[src/rtl/prog_loader.sv]
// prog_loader: program download sequencer between the UART receiver, the CPU
// and the lo/hi byte word memory.
//
// While rx_prog is high, received bytes are paired into little-endian 16-bit
// words and written to memory from LOAD_BASE upward. The CPU is held in reset
// for the whole download and for RELEASE_CYC cycles afterwards. A lone trailing
// byte is written as a byte access when the download ends.
//
// Optional feature: define PROG_LOADER_CSUM_EN to build the 8-bit running byte
// checksum on csum. Without it, csum is tied to zero.
//
// state | meaning
// ------+-------------------------------------------------------------
// REL   | CPU held in reset, counting down to release
// RUN   | CPU runs and owns the memory port (pass-through)
// LO    | download: waiting for the low byte of the next word
// HI    | download: waiting for the high byte of the next word
// FLUSH | download ended on an odd byte: one byte write of that byte

`ifndef ADDR_WIDTH
`define ADDR_WIDTH 12
`endif

module prog_loader #(
  parameter int                    ADDR_WIDTH  = `ADDR_WIDTH,
  parameter logic [ADDR_WIDTH-1:0] LOAD_BASE   = 'h300,
  parameter int                    RELEASE_CYC = 4
) (
  input  logic                  clk,
  input  logic                  rst,
  input  logic                  rx_prog,
  input  logic [7:0]            recv_data,
  input  logic                  recv_data_v,
  input  logic [ADDR_WIDTH-1:0] cpu_addr,
  input  logic                  cpu_wr,
  input  logic                  cpu_byt,
  input  logic [15:0]           cpu_wr_data,
  output logic [ADDR_WIDTH-1:0] mem_addr,
  output logic                  mem_wr,
  output logic                  mem_byt,
  output logic [15:0]           mem_wr_data,
  output logic                  cpu_rst,
  output logic                  loading,
  output logic [15:0]           load_cnt,
  output logic                  ovf,
  output logic [7:0]            csum
);

  typedef enum logic [2:0] {
    REL   = 3'd0,
    RUN   = 3'd1,
    LO    = 3'd2,
    HI    = 3'd3,
    FLUSH = 3'd4
  } state_t;

  localparam logic [7:0]          REL_LAST = 8'(RELEASE_CYC - 1);
  localparam logic [ADDR_WIDTH:0] PTR_STEP = (ADDR_WIDTH + 1)'(2);

  state_t                state;
  logic [7:0]            rel_cnt;
  // One extra bit so the pointer can sit just past the top of memory
  // without wrapping back to address zero.
  logic [ADDR_WIDTH:0]   ptr;
  logic [7:0]            lo_buf;
  logic [ADDR_WIDTH-1:0] addr_q;
  logic [15:0]           data_q;
  logic                  byt_q;
  logic                  wr_q;
  logic                  run;
  logic                  word_ovf;
  logic                  byte_ovf;
  logic                  cnt_full;

  // A word fits only if both bytes are inside memory; a byte needs one.
  assign word_ovf = ptr[ADDR_WIDTH] | (&ptr[ADDR_WIDTH-1:0]);
  assign byte_ovf = ptr[ADDR_WIDTH];
  assign cnt_full = (load_cnt == 16'hFFFF);
  assign run      = (state == RUN);

  // Memory port mux: CPU passes straight through in RUN, loader regs otherwise.
  assign mem_addr    = run ? cpu_addr    : addr_q;
  assign mem_wr      = run ? cpu_wr      : wr_q;
  assign mem_byt     = run ? cpu_byt     : byt_q;
  assign mem_wr_data = run ? cpu_wr_data : data_q;

`ifndef PROG_LOADER_CSUM_EN
  assign csum = 8'h00;
`endif

  // Download sequencer, release timer and loader write registers.
  always_ff @(posedge clk or posedge rst) begin
    if (rst) begin
      state    <= REL;
      rel_cnt  <= 8'd0;
      ptr      <= {1'b0, LOAD_BASE};
      lo_buf   <= 8'h00;
      addr_q   <= '0;
      data_q   <= 16'h0000;
      byt_q    <= 1'b0;
      wr_q     <= 1'b0;
      cpu_rst  <= 1'b1;
      loading  <= 1'b1;
      load_cnt <= 16'h0000;
      ovf      <= 1'b0;
`ifdef PROG_LOADER_CSUM_EN
      csum     <= 8'h00;
`endif
    end else begin
      // Loader writes last exactly one cycle.
      wr_q <= 1'b0;
`ifdef PROG_LOADER_CSUM_EN
      // Every accepted byte counts, including ones dropped by overflow.
      if (recv_data_v && (state == LO || state == HI))
        csum <= csum + recv_data;
`endif
      case (state)
        REL: begin
          if (rx_prog) begin
            state   <= LO;
            rel_cnt <= 8'd0;
          end else if (rel_cnt == REL_LAST) begin
            state   <= RUN;
            rel_cnt <= 8'd0;
            cpu_rst <= 1'b0;
            loading <= 1'b0;
          end else begin
            rel_cnt <= rel_cnt + 8'd1;
          end
        end

        RUN: begin
          if (rx_prog) begin
            state    <= LO;
            ptr      <= {1'b0, LOAD_BASE};
            load_cnt <= 16'h0000;
            ovf      <= 1'b0;
            cpu_rst  <= 1'b1;
            loading  <= 1'b1;
`ifdef PROG_LOADER_CSUM_EN
            csum     <= 8'h00;
`endif
          end
        end

        LO: begin
          if (recv_data_v) begin
            lo_buf <= recv_data;
            state  <= HI;
          end else if (!rx_prog) begin
            state   <= REL;
            rel_cnt <= 8'd0;
          end
        end

        HI: begin
          if (recv_data_v) begin
            state <= LO;
            if (word_ovf) begin
              ovf <= 1'b1;
            end else begin
              wr_q   <= 1'b1;
              byt_q  <= 1'b0;
              addr_q <= ptr[ADDR_WIDTH-1:0];
              data_q <= {recv_data, lo_buf};
              ptr    <= ptr + PTR_STEP;
              if (!cnt_full) load_cnt <= load_cnt + 16'd1;
            end
          end else if (!rx_prog) begin
            // Trailing odd byte: the byte write is presented during FLUSH.
            state <= FLUSH;
            if (byte_ovf) begin
              ovf <= 1'b1;
            end else begin
              wr_q   <= 1'b1;
              byt_q  <= 1'b1;
              addr_q <= ptr[ADDR_WIDTH-1:0];
              data_q <= {8'h00, lo_buf};
              ptr    <= ptr + PTR_STEP;
              if (!cnt_full) load_cnt <= load_cnt + 16'd1;
            end
          end
        end

        FLUSH: begin
          state   <= REL;
          rel_cnt <= 8'd0;
        end

        default: begin
          state   <= REL;
          rel_cnt <= 8'd0;
          cpu_rst <= 1'b1;
          loading <= 1'b1;
        end
      endcase
    end
  end

endmodule

[config.mk]
export PLATFORM = sky130hd
export DESIGN_NAME = prog_loader
export DESIGN_NICKNAME = d
export VERILOG_FILES = /design/src/rtl/prog_loader.sv
export SDC_FILE = /design/constraint.sdc
export NUM_CORES = 1
export LEC_CHECK = 0
export ABC_AREA = 1
export BUFFER_PORTS_ARGS = -buffer_cell sky130_fd_sc_hd__buf_2
export CORE_UTILIZATION = 45
export DETAILED_ROUTE_END_ITERATION = 10
export PLACE_DENSITY = 0.68
export SKIP_CTS_REPAIR_TIMING = 1
export SYNTH_ARGS = -nofsm -noshare
export SYNTH_HDL_FRONTEND = slang
export SYNTH_SLANG_ARGS = --single-unit
[constraint.sdc]
create_clock -name clk -period 3.2 [get_ports clk]
set_clock_uncertainty 0.2 [all_clocks]
set_input_delay 0.8 -clock clk [delete_from_list [all_inputs] [get_ports clk]]
set_output_delay 0.8 -clock clk [all_outputs]
set_load 0.05 [all_outputs]
==> out/summary.txt, run 1 <==
status: completed
clock latency on the worst-skew pair: 0.35 ns
setup TNS: 0 ns
Layout area overhead: 16.47%
Worst Slack Setup Final: 0.1499 ns
Worst-path clk slew: 0.09 ns
Via Count: 3845
fin crit share: 95.32%
antenna-violating nets left: 0
initial drt markers: 194
clk buf depth: 2
Die W: 100.2 microns
Hold Fails Final Rpt: 0
relative slew slack: 55.06%
Synth warnings: 0
Cells after DPL: 761
die area: 10030 sq um
CP Capture Type: output port
synthesized area: 4337 sq um
met3 usage: 3.969%
fin crit period: 3.050 ns
Leak: 2.599 nW
DP Area: 4866 sq um
# rows: 35
Synth area leaders: dfrtp_1 43%, nand2_1 14%, mux2_2 7.0%, inv_1 4.9%, o21ai_0 4.5%
layout cells sized above 1: 25.15%
root buffer cell: clkbuf_8
EDFF count, synth: 0
RSZ-0062 raised after global routing: no
maximum capacitance violations: 0
Max Freq: 0.3279 GHz
critical path fanouts, max: 36
TritonCTS Buffers: 9
gr busiest metal: met2
reg-to-reg startpoint: state[0]
DRT Pass-1 Iters: 4
share of the synthesized area in the top cell type: 43.28%
largest net degree at the start of global routing: 39
Syn Area/Cell: 7.828 sq um
Post-Synthesis Cells: 554
register area share after synthesis: 45.10%
worst hold path class: primary input to async pin
CTS tree: built
post-layout util: 54.41%
PortBufs: 90
Post-synth top cells: 160 x nand2_1, 75 x dfrtp_1, 57 x inv_1
H-Tree Level Count: 3
total gr overflow: 0
largest area contributor in the netlist: dfrtp_1
ant diodes: 0
hold_ws: 0.2789 ns
leading cell type by number of instances after synthesis: nand2_1
drt drc: 0
first-pass GRT wire length: 16.26 mm
VDD IR-drop max: 0.4809 mV
initial antenna violation count: 0
Crit Path Class: flip-flop to output port
routability cong.: 0.8469
total power: 4.213 mW
vias per cell: 4.949
Power Density: 834.2 nW/um^2
CTS Sinks: 78
asr flop ratio synth: 100.0%
worst-margin pin slew: 0.6716 ns
Post-DP HPWL: 6.964 mm
Yosys reg bits: 78
distinct cell type count after synthesis: 30
Initial Utilization: 46.71%
Total GRT Usage: 20.33%
Finish-stage setup viols: 0
Worst Path Arrival: 2.05 ns
crit path launch type: flip-flop
Slew Limit Fails: 0
post-place setup slack: 0.5556 ns
DIE HEIGHT: 100.2 microns
Core ar.: 9284 sq um
I/O pin count: 99
grt met1 use: 28.09%
WL/cell: 12.49 microns
# nets final: 689
post-route cell area: 5051 sq um
fillcell total: 922
vias in the first global route: 3487
reg2reg setup slack: 0.88 ns
ys flop type: dfrtp_1
worst reg2reg path depth: 11
final WL: 9.706 mm
Non-Filler Instances: 777
GR Layer Usage met2: 32.82%
FF-to-FF End: load_cnt[3]
Critical Path RT: 2.20 ns
-- report_power, final --
group          leakage [nW]  total, mW  switching (mW)  internal, mW
logic                  1.48       2.12            1.54         0.579
clock network        0.0892      0.722           0.424         0.298
registers              1.03       1.37           0.148          1.22
total                  2.60       4.21            2.11          2.10
-- worst max-delay path by stage --
stage	to	start
finish	mem_addr[1]	state[2]
global route	mem_addr[4]	state[2]
CTS	mem_wr_data[2]	state[2]
detailed placement	mem_wr_data[13]	state[2]
global placement	mem_addr[6]	state[2]
floorplan	addr_q[10]	rst
-- critical path, cell delays in order, from the launching register on --
cell and delay, ns:
dfrtp_1 0.50, inv_2 0.10, nand3_2 0.09, buf_4 0.40, mux2_2 0.39, buf_2 0.21
-- cell usage in the layout (no fill, tap or decap), types with 2 or more instances in the layout --
| cell type | n |
|---|---|
| nor3_1 | 5 |
| nor2_1 | 47 |
| buf_2 | 90 |
| dfstp_2 | 3 |
| xor2_1 | 6 |
| nor2_4 | 2 |
| nand3_1 | 36 |
| inv_2 | 6 |
| conb_1 | 8 |
| dfrtp_1 | 75 |
| o21ai_1 | 14 |
| o21bai_1 | 2 |
| nand2_1 | 160 |
| o21ai_0 | 39 |
| nor3_2 | 2 |
| inv_6 | 4 |
| a21oi_1 | 16 |
| nand4_1 | 13 |
| o211ai_1 | 2 |
| inv_1 | 56 |
| clkbuf_8 | 9 |
| nand3_2 | 2 |
| nor2_2 | 4 |
| buf_4 | 5 |
| clkinvlp_4 | 2 |
| nand2_2 | 2 |
| mux2_2 | 27 |
| or2_2 | 3 |
| ha_1 | 4 |
-- per-layer routing --
metal	routed length (microns)	share of wire (%)
met1	4511	46
met2	4670	48
met3	455	4.7
met4	69	0.71
met5	0	0
-- area by class of cell --
| class | count | area (sq um) | share of cell area, % |
|---|---|---|---|
| clock inverter | 7 | 61.31 | 1.214 |
| tap | 129 | 161.4 | 3.195 |
| clock buffer | 9 | 123.9 | 2.452 |
| sequential | 78 | 1956 | 38.72 |
| timing repair buffer | 96 | 508.0 | 10.06 |
| inverter | 62 | 232.7 | 4.607 |
| multi-input combinational | 396 | 2008 | 39.76 |
-- cells by family after synthesis --
logic type	count (synthesis)	share of synthesized area (%)
flops	78	45.10
other cells	1	0.08647
mux	27	7.011
simple gates	276	27.26
xor+xnor	6	1.212
compound gates	75	8.973
buf+inv	87	9.204
fa+ha+maj	4	1.154
-- state kept, by name (all words and copies together), names as in the netlist --
| register | flops |
|---|---|
| ptr | 12 |
| rel_cnt | 8 |
| state | 3 |
| ovf | 1 |
| byt_q | 1 |
| wr_q | 1 |
| addr_q | 11 |
| load_cnt | 16 |
| data_q | 16 |
| lo_buf | 8 |
| loading | 1 |
Note: power is estimated with default switching activity, not from simulation.
==> run 2: changes to the inputs <==
Settings changed: MAX_ROUTING_LAYER set to met4.
==> run 2 against run 1 <==
Effect of this change:
- first-iteration DRC count is 7.7% lower
- clock power hardly changed
- global-route usage up 0.51 points
- critical path type unchanged
- clock-buffer cell count stayed put
- sequential power about the same
- sequential cell count stayed put
- combinational power hardly changed
- highest routed layer unchanged
- critical endpoint is now mem_wr_data[2]
- critical path depth is the same
- cell count unchanged
==> out/summary.txt, run 2 (same netlist as run 1, synthesis figures left out) <==
Power Density: 833.9 nW/um^2 (was 834.2 nW/um^2)
worst hold path class: primary input to async pin (unchanged)
antenna-violating nets left: 0 (unchanged)
clock latency on the worst-skew pair: 0.36 ns (was 0.35 ns)
GR Layer Usage met2: 32.88% (was 32.82%)
relative slew slack: 55.17% (was 55.06%)
Worst-path clk slew: 0.09 ns (about the same)
Post-DP HPWL: 6.964 mm (unchanged)
Worst Slack Setup Final: 0.1408 ns (was 0.1499 ns)
first-pass GRT wire length: 16.24 mm (was 16.26 mm)
# nets final: 689 (unchanged)
Top Registers: data_q (16), load_cnt (16), ptr (12) (unchanged)
maximum capacitance violations: 0 (unchanged)
Core ar.: 9284 sq um (unchanged)
H-Tree Level Count: 3 (unchanged)
vias in the first global route: 3484 (was 3487)
DRT Pass-1 Iters: 4 (unchanged)
fin crit period: 3.059 ns (was 3.050 ns)
VDD IR-drop max: 0.4805 mV (was 0.4809 mV)
post-place setup slack: 0.5556 ns (unchanged)
# rows: 35 (unchanged)
CP Capture Type: output port (unchanged)
reg2reg setup slack: 0.89 ns (was 0.88 ns)
WL/cell: 12.50 microns (was 12.49 microns)
status: completed (unchanged)
fillcell total: 922 (unchanged)
Slew Limit Fails: 0 (unchanged)
fin crit share: 95.60% (was 95.32%)
vias per cell: 4.969 (was 4.949)
Critical Path RT: 2.20 ns (about the same)
Max Freq: 0.3269 GHz (was 0.3279 GHz)
drt drc: 0 (unchanged)
setup TNS: 0 ns (unchanged)
TritonCTS Buffers: 9 (unchanged)
largest net degree at the start of global routing: 39 (unchanged)
die area: 10030 sq um (unchanged)
layout cells sized above 1: 25.15% (unchanged)
commonest non-fill, non-tap cell in the layout: nand2_1 (unchanged)
worst-margin pin slew: 0.6699 ns (was 0.6716 ns)
CTS tree: built (unchanged)
routability cong.: 0.8602 (was 0.8469)
gr busiest metal: met2 (unchanged)
initial drt markers: 179 (was 194)
root buffer cell: clkbuf_8 (unchanged)
critical path fanouts, max: 36 (unchanged)
clk buf depth: 2 (unchanged)
most frequent cells in the layout: 160 x nand2_1, 90 x buf_2, 75 x dfrtp_1, 56 x inv_1, 47 x nor2_1 (unchanged)
met3 usage: 3.134% (was 3.969%)
grt met1 use: 27.86% (was 28.09%)
PortBufs: 90 (unchanged)
crit path launch type: flip-flop (unchanged)
Total GRT Usage: 20.84% (was 20.33%)
total gr overflow: 0 (unchanged)
I/O pin count: 99 (unchanged)
DIE HEIGHT: 100.2 microns (unchanged)
Layout area overhead: 16.47% (unchanged)
Via Count: 3861 (was 3845)
ant diodes: 0 (unchanged)
Finish-stage setup viols: 0 (unchanged)
Worst Path Arrival: 2.06 ns (was 2.05 ns)
RSZ-0062 raised after global routing: no (unchanged)
Initial Utilization: 46.71% (unchanged)
Leak: 2.599 nW (unchanged)
initial antenna violation count: 0 (unchanged)
Hold Fails Final Rpt: 0 (unchanged)
Crit Path Class: flip-flop to output port (unchanged)
Die W: 100.2 microns (unchanged)
CTS Sinks: 78 (unchanged)
final WL: 9.709 mm (was 9.706 mm)
-- run 2: worst paths after layout --
check | cells after the start | endpoint | from
min in group clk | 2 | loading | loading
min reg2reg | 2 | loading | loading
min | 2 | rel_cnt[6] | rst
max in group asynchronous | 3 | load_cnt[12] | rst
max reg2reg | 11 | load_cnt[3] | state[0]
max | 5 | mem_wr_data[2] | state[2]
-- run 2: metrics by stage --
stage	power [mW]	cells	utilization (%)	cell area, sq um	hold slack [ns]
global route	4.485	777	54.41	5051	0.2990
global placement	3.457	761	52.41	4866	0.2548
detailed placement	3.512	761	52.41	4866	0.2596
floorplan	3.121	561	-	4363	0.2426
CTS	4.243	777	54.41	5051	0.2855
finish	4.212	777	54.41	5051	0.2786
-- run 2: cell type report --
type	instances	area, sq um	share of cell area [%]
multi-input combinational	396	2008	39.76
timing repair buffer	96	508.0	10.06
tap	129	161.4	3.195
clock buffer	9	123.9	2.452
clock inverter	7	61.31	1.214
sequential	78	1956	38.72
inverter	62	232.7	4.607
-- run 2: critical path: stages, from the launching register on --
cell and delay (ns):
dfrtp_1 0.50, inv_2 0.10, nand3_2 0.09, buf_4 0.40, mux2_2 0.39, buf_2 0.21
-- run 2: metal layers --
| layer | wire, microns | up-vias | share of wire (%) |
|---|---|---|---|
| li1 | - | 1949 | - |
| met1 | 4474 | 1794 | 46 |
| met2 | 4675 | 110 | 48 |
| met3 | 460 | 8 | 4.7 |
| met4 | 99 | 0 | 1.0 |
| met5 | 0 | - | 0 |
-- run 2: power breakdown --
group	internal [mW]	switching, mW	total, mW
clock	0.298	0.424	0.723
combinational	0.579	1.54	2.12
sequential	1.22	0.147	1.37
total	2.10	2.11	4.21
==> run 3: changes to the inputs <==
Settings changed: RECOVER_POWER set to 100.
==> run 3 against run 2 <==
Effect of this change:
- die area unchanged
- first-iteration DRC count is 8.9% higher
- global-route usage stayed put
- clock-buffer cell count is the same
- hold slack gained 0.0011 ns
- power decreased by 1.1%
- sequential share of layout area is 0.61 points higher
- worst setup slack better by 0.041 ns
- highest routed layer unchanged
==> out/summary.txt, run 3 (same netlist as run 1, synthesis figures left out) <==
H-Tree Level Count: 3 (unchanged)
CP Capture Type: output port (unchanged)
I/O pin count: 99 (unchanged)
DRT Pass-1 Iters: 5 (was 4)
Die W: 100.2 microns (unchanged)
Crit Path Class: flip-flop to output port (unchanged)
Core ar.: 9284 sq um (unchanged)
Top Registers: data_q (16), load_cnt (16), ptr (12) (unchanged)
Hold Fails Final Rpt: 0 (unchanged)
PortBufs: 90 (unchanged)
drt drc: 0 (unchanged)
Total GRT Usage: 20.84% (unchanged)
largest net degree at the start of global routing: 39 (unchanged)
post-layout util: 53.56% (was 54.41%)
crit path launch type: flip-flop (unchanged)
die area: 10030 sq um (unchanged)
CTS tree: built (unchanged)
TritonCTS Buffers: 9 (unchanged)
post-place setup slack: 0.5556 ns (unchanged)
hold_ws: 0.2797 ns (was 0.2786 ns)
Logic pwr share: 49.9% (was 50.3%)
# rows: 35 (unchanged)
critical path's slowest cell: dfrtp_1 (unchanged)
total power: 4.166 mW (was 4.212 mW)
Slew Limit Fails: 0 (unchanged)
initial antenna violation count: 0 (unchanged)
Initial Utilization: 46.71% (unchanged)
Seq pwr share: 32.8% (was 32.6%)
status: completed (unchanged)
Critical Path RT: 2.20 ns (about the same)
fin crit period: 3.018 ns (was 3.059 ns)
layout cells sized above 1: 20.37% (was 25.15%)
clk buf depth: 2 (unchanged)
ant diodes: 0 (unchanged)
relative slew slack: 20.17% (was 55.17%)
Net Sw Frac: 50.19% (was 50.09%)
# nets final: 689 (unchanged)
clock latency on the worst-skew pair: 0.36 ns (about the same)
worst hold path class: flip-flop to flip-flop (was primary input to async pin)
VDD IR-drop max: 0.4770 mV (was 0.4805 mV)
worst path cell trace: inv_2 -> nand3_2 -> buf_4 -> mux2_2 -> clkbuf_2 (was inv_2 -> nand3_2 -> buf_4 -> mux2_2 -> buf_2)
Layout area overhead: 14.66% (was 16.47%)
Finish-stage setup viols: 0 (unchanged)
Via Count: 3849 (was 3861)
routability cong.: 0.8602 (unchanged)
Worst Path Arrival: 2.02 ns (was 2.06 ns)
most frequent cells in the layout: 162 x nand2_1, 75 x dfrtp_1, 58 x inv_1, 52 x o21ai_0, 50 x nor2_1 (was 160 x nand2_1, 90 x buf_2, 75 x dfrtp_1, 56 x inv_1, 47 x nor2_1)
root buffer cell: clkbuf_8 (unchanged)
fin crit share: 94.30% (was 95.60%)
Worst Slack Setup Final: 0.1823 ns (was 0.1408 ns)
commonest non-fill, non-tap cell in the layout: nand2_1 (unchanged)
Post-DP HPWL: 6.964 mm (unchanged)
vias per cell: 4.954 (was 4.969)
first-pass GRT wire length: 16.24 mm (unchanged)
WL/cell: 12.53 microns (was 12.50 microns)
CP bufs+invs: 3 (unchanged)
worst-margin pin slew: 1.193 ns (was 0.6699 ns)
CTS Sinks: 78 (unchanged)
Max Freq: 0.3314 GHz (was 0.3269 GHz)
Leak: 2.500 nW (was 2.599 nW)
RSZ-0062 raised after global routing: no (unchanged)
critical path fanouts, max: 36 (unchanged)
total gr overflow: 0 (unchanged)
critical path's largest stage delay: 0.46 ns (was 0.50 ns)
Power Density: 837.8 nW/um^2 (was 833.9 nW/um^2)
final WL: 9.733 mm (was 9.709 mm)
family with the most delay on the worst path: buffers and inverters (unchanged)
vias in the first global route: 3484 (unchanged)
cell-internal power: 2.075 mW (was 2.102 mW)
maximum capacitance violations: 0 (unchanged)
antenna-violating nets left: 0 (unchanged)
switching power: 2.091 mW (was 2.110 mW)
initial drt markers: 195 (was 179)
DIE HEIGHT: 100.2 microns (unchanged)
Worst-path clk slew: 0.10 ns (was 0.09 ns)
setup TNS: 0 ns (unchanged)
proportion of power drawn by the clock network: 17.3% (was 17.2%)
run 3: power by group through the flow:
| stage | sequential [mW] | clock, mW | combinational [mW] |
|---|---|---|---|
| 2_1_floorplan | 1.39 | 0 | 1.74 |
| 3_3_place_gp | 1.38 | 0 | 2.07 |
| 3_5_place_dp | 1.39 | 0 | 2.12 |
| 4_1_cts | 1.38 | 0.740 | 2.13 |
| 5_1_grt | 1.40 | 0.780 | 2.26 |
| 6_report | 1.37 | 0.720 | 2.08 |
run 3: cell type report:
type | count | area, sq um
Sequential cell | 78 | 1956
Inverter | 62 | 232.7
Fill cell | 946 | 4312
Multi-Input combinational cell | 396 | 1976
Timing Repair Buffer | 96 | 461.7
Tap cell | 129 | 161.4
Clock inverter | 7 | 61.31
Clock buffer | 9 | 123.9
run 3: path summary, 6_finish.rpt:
kind / start / to / slack, ns / cells past startpoint
max: state[2] / mem_addr[7] / 0.18 / 5
min: data_q[14] / data_q[14] / 0.28 / 2
max reg2reg: state[0] / load_cnt[3] / 0.39 / 11
min reg2reg: data_q[14] / data_q[14] / 0.28 / 2
max in group asynchronous: rst / load_cnt[12] / 0.89 / 3
min in group asynchronous: rst / rel_cnt[6] / 0.45 / 2
run 3: metal layers:
metal  wire, microns  track usage, %
met5               0               -
met4              97           6.355
met3             430           3.134
met2            4659           32.88
met1            4545           27.86
run 3: worst min-delay path, cell delays in order, from the launching register on:
cell	delay (ns)
dfrtp_1	0.35
nand2_1	0.05
nand2_1	0.05
run 3: stage by stage:
step / area (sq um) / instances
after detailed placement: 4866 / 761
after global placement: 4866 / 761
after CTS: 5051 / 777
final: 4972 / 777
after floorplan: 4363 / 561
after global routing: 4972 / 777
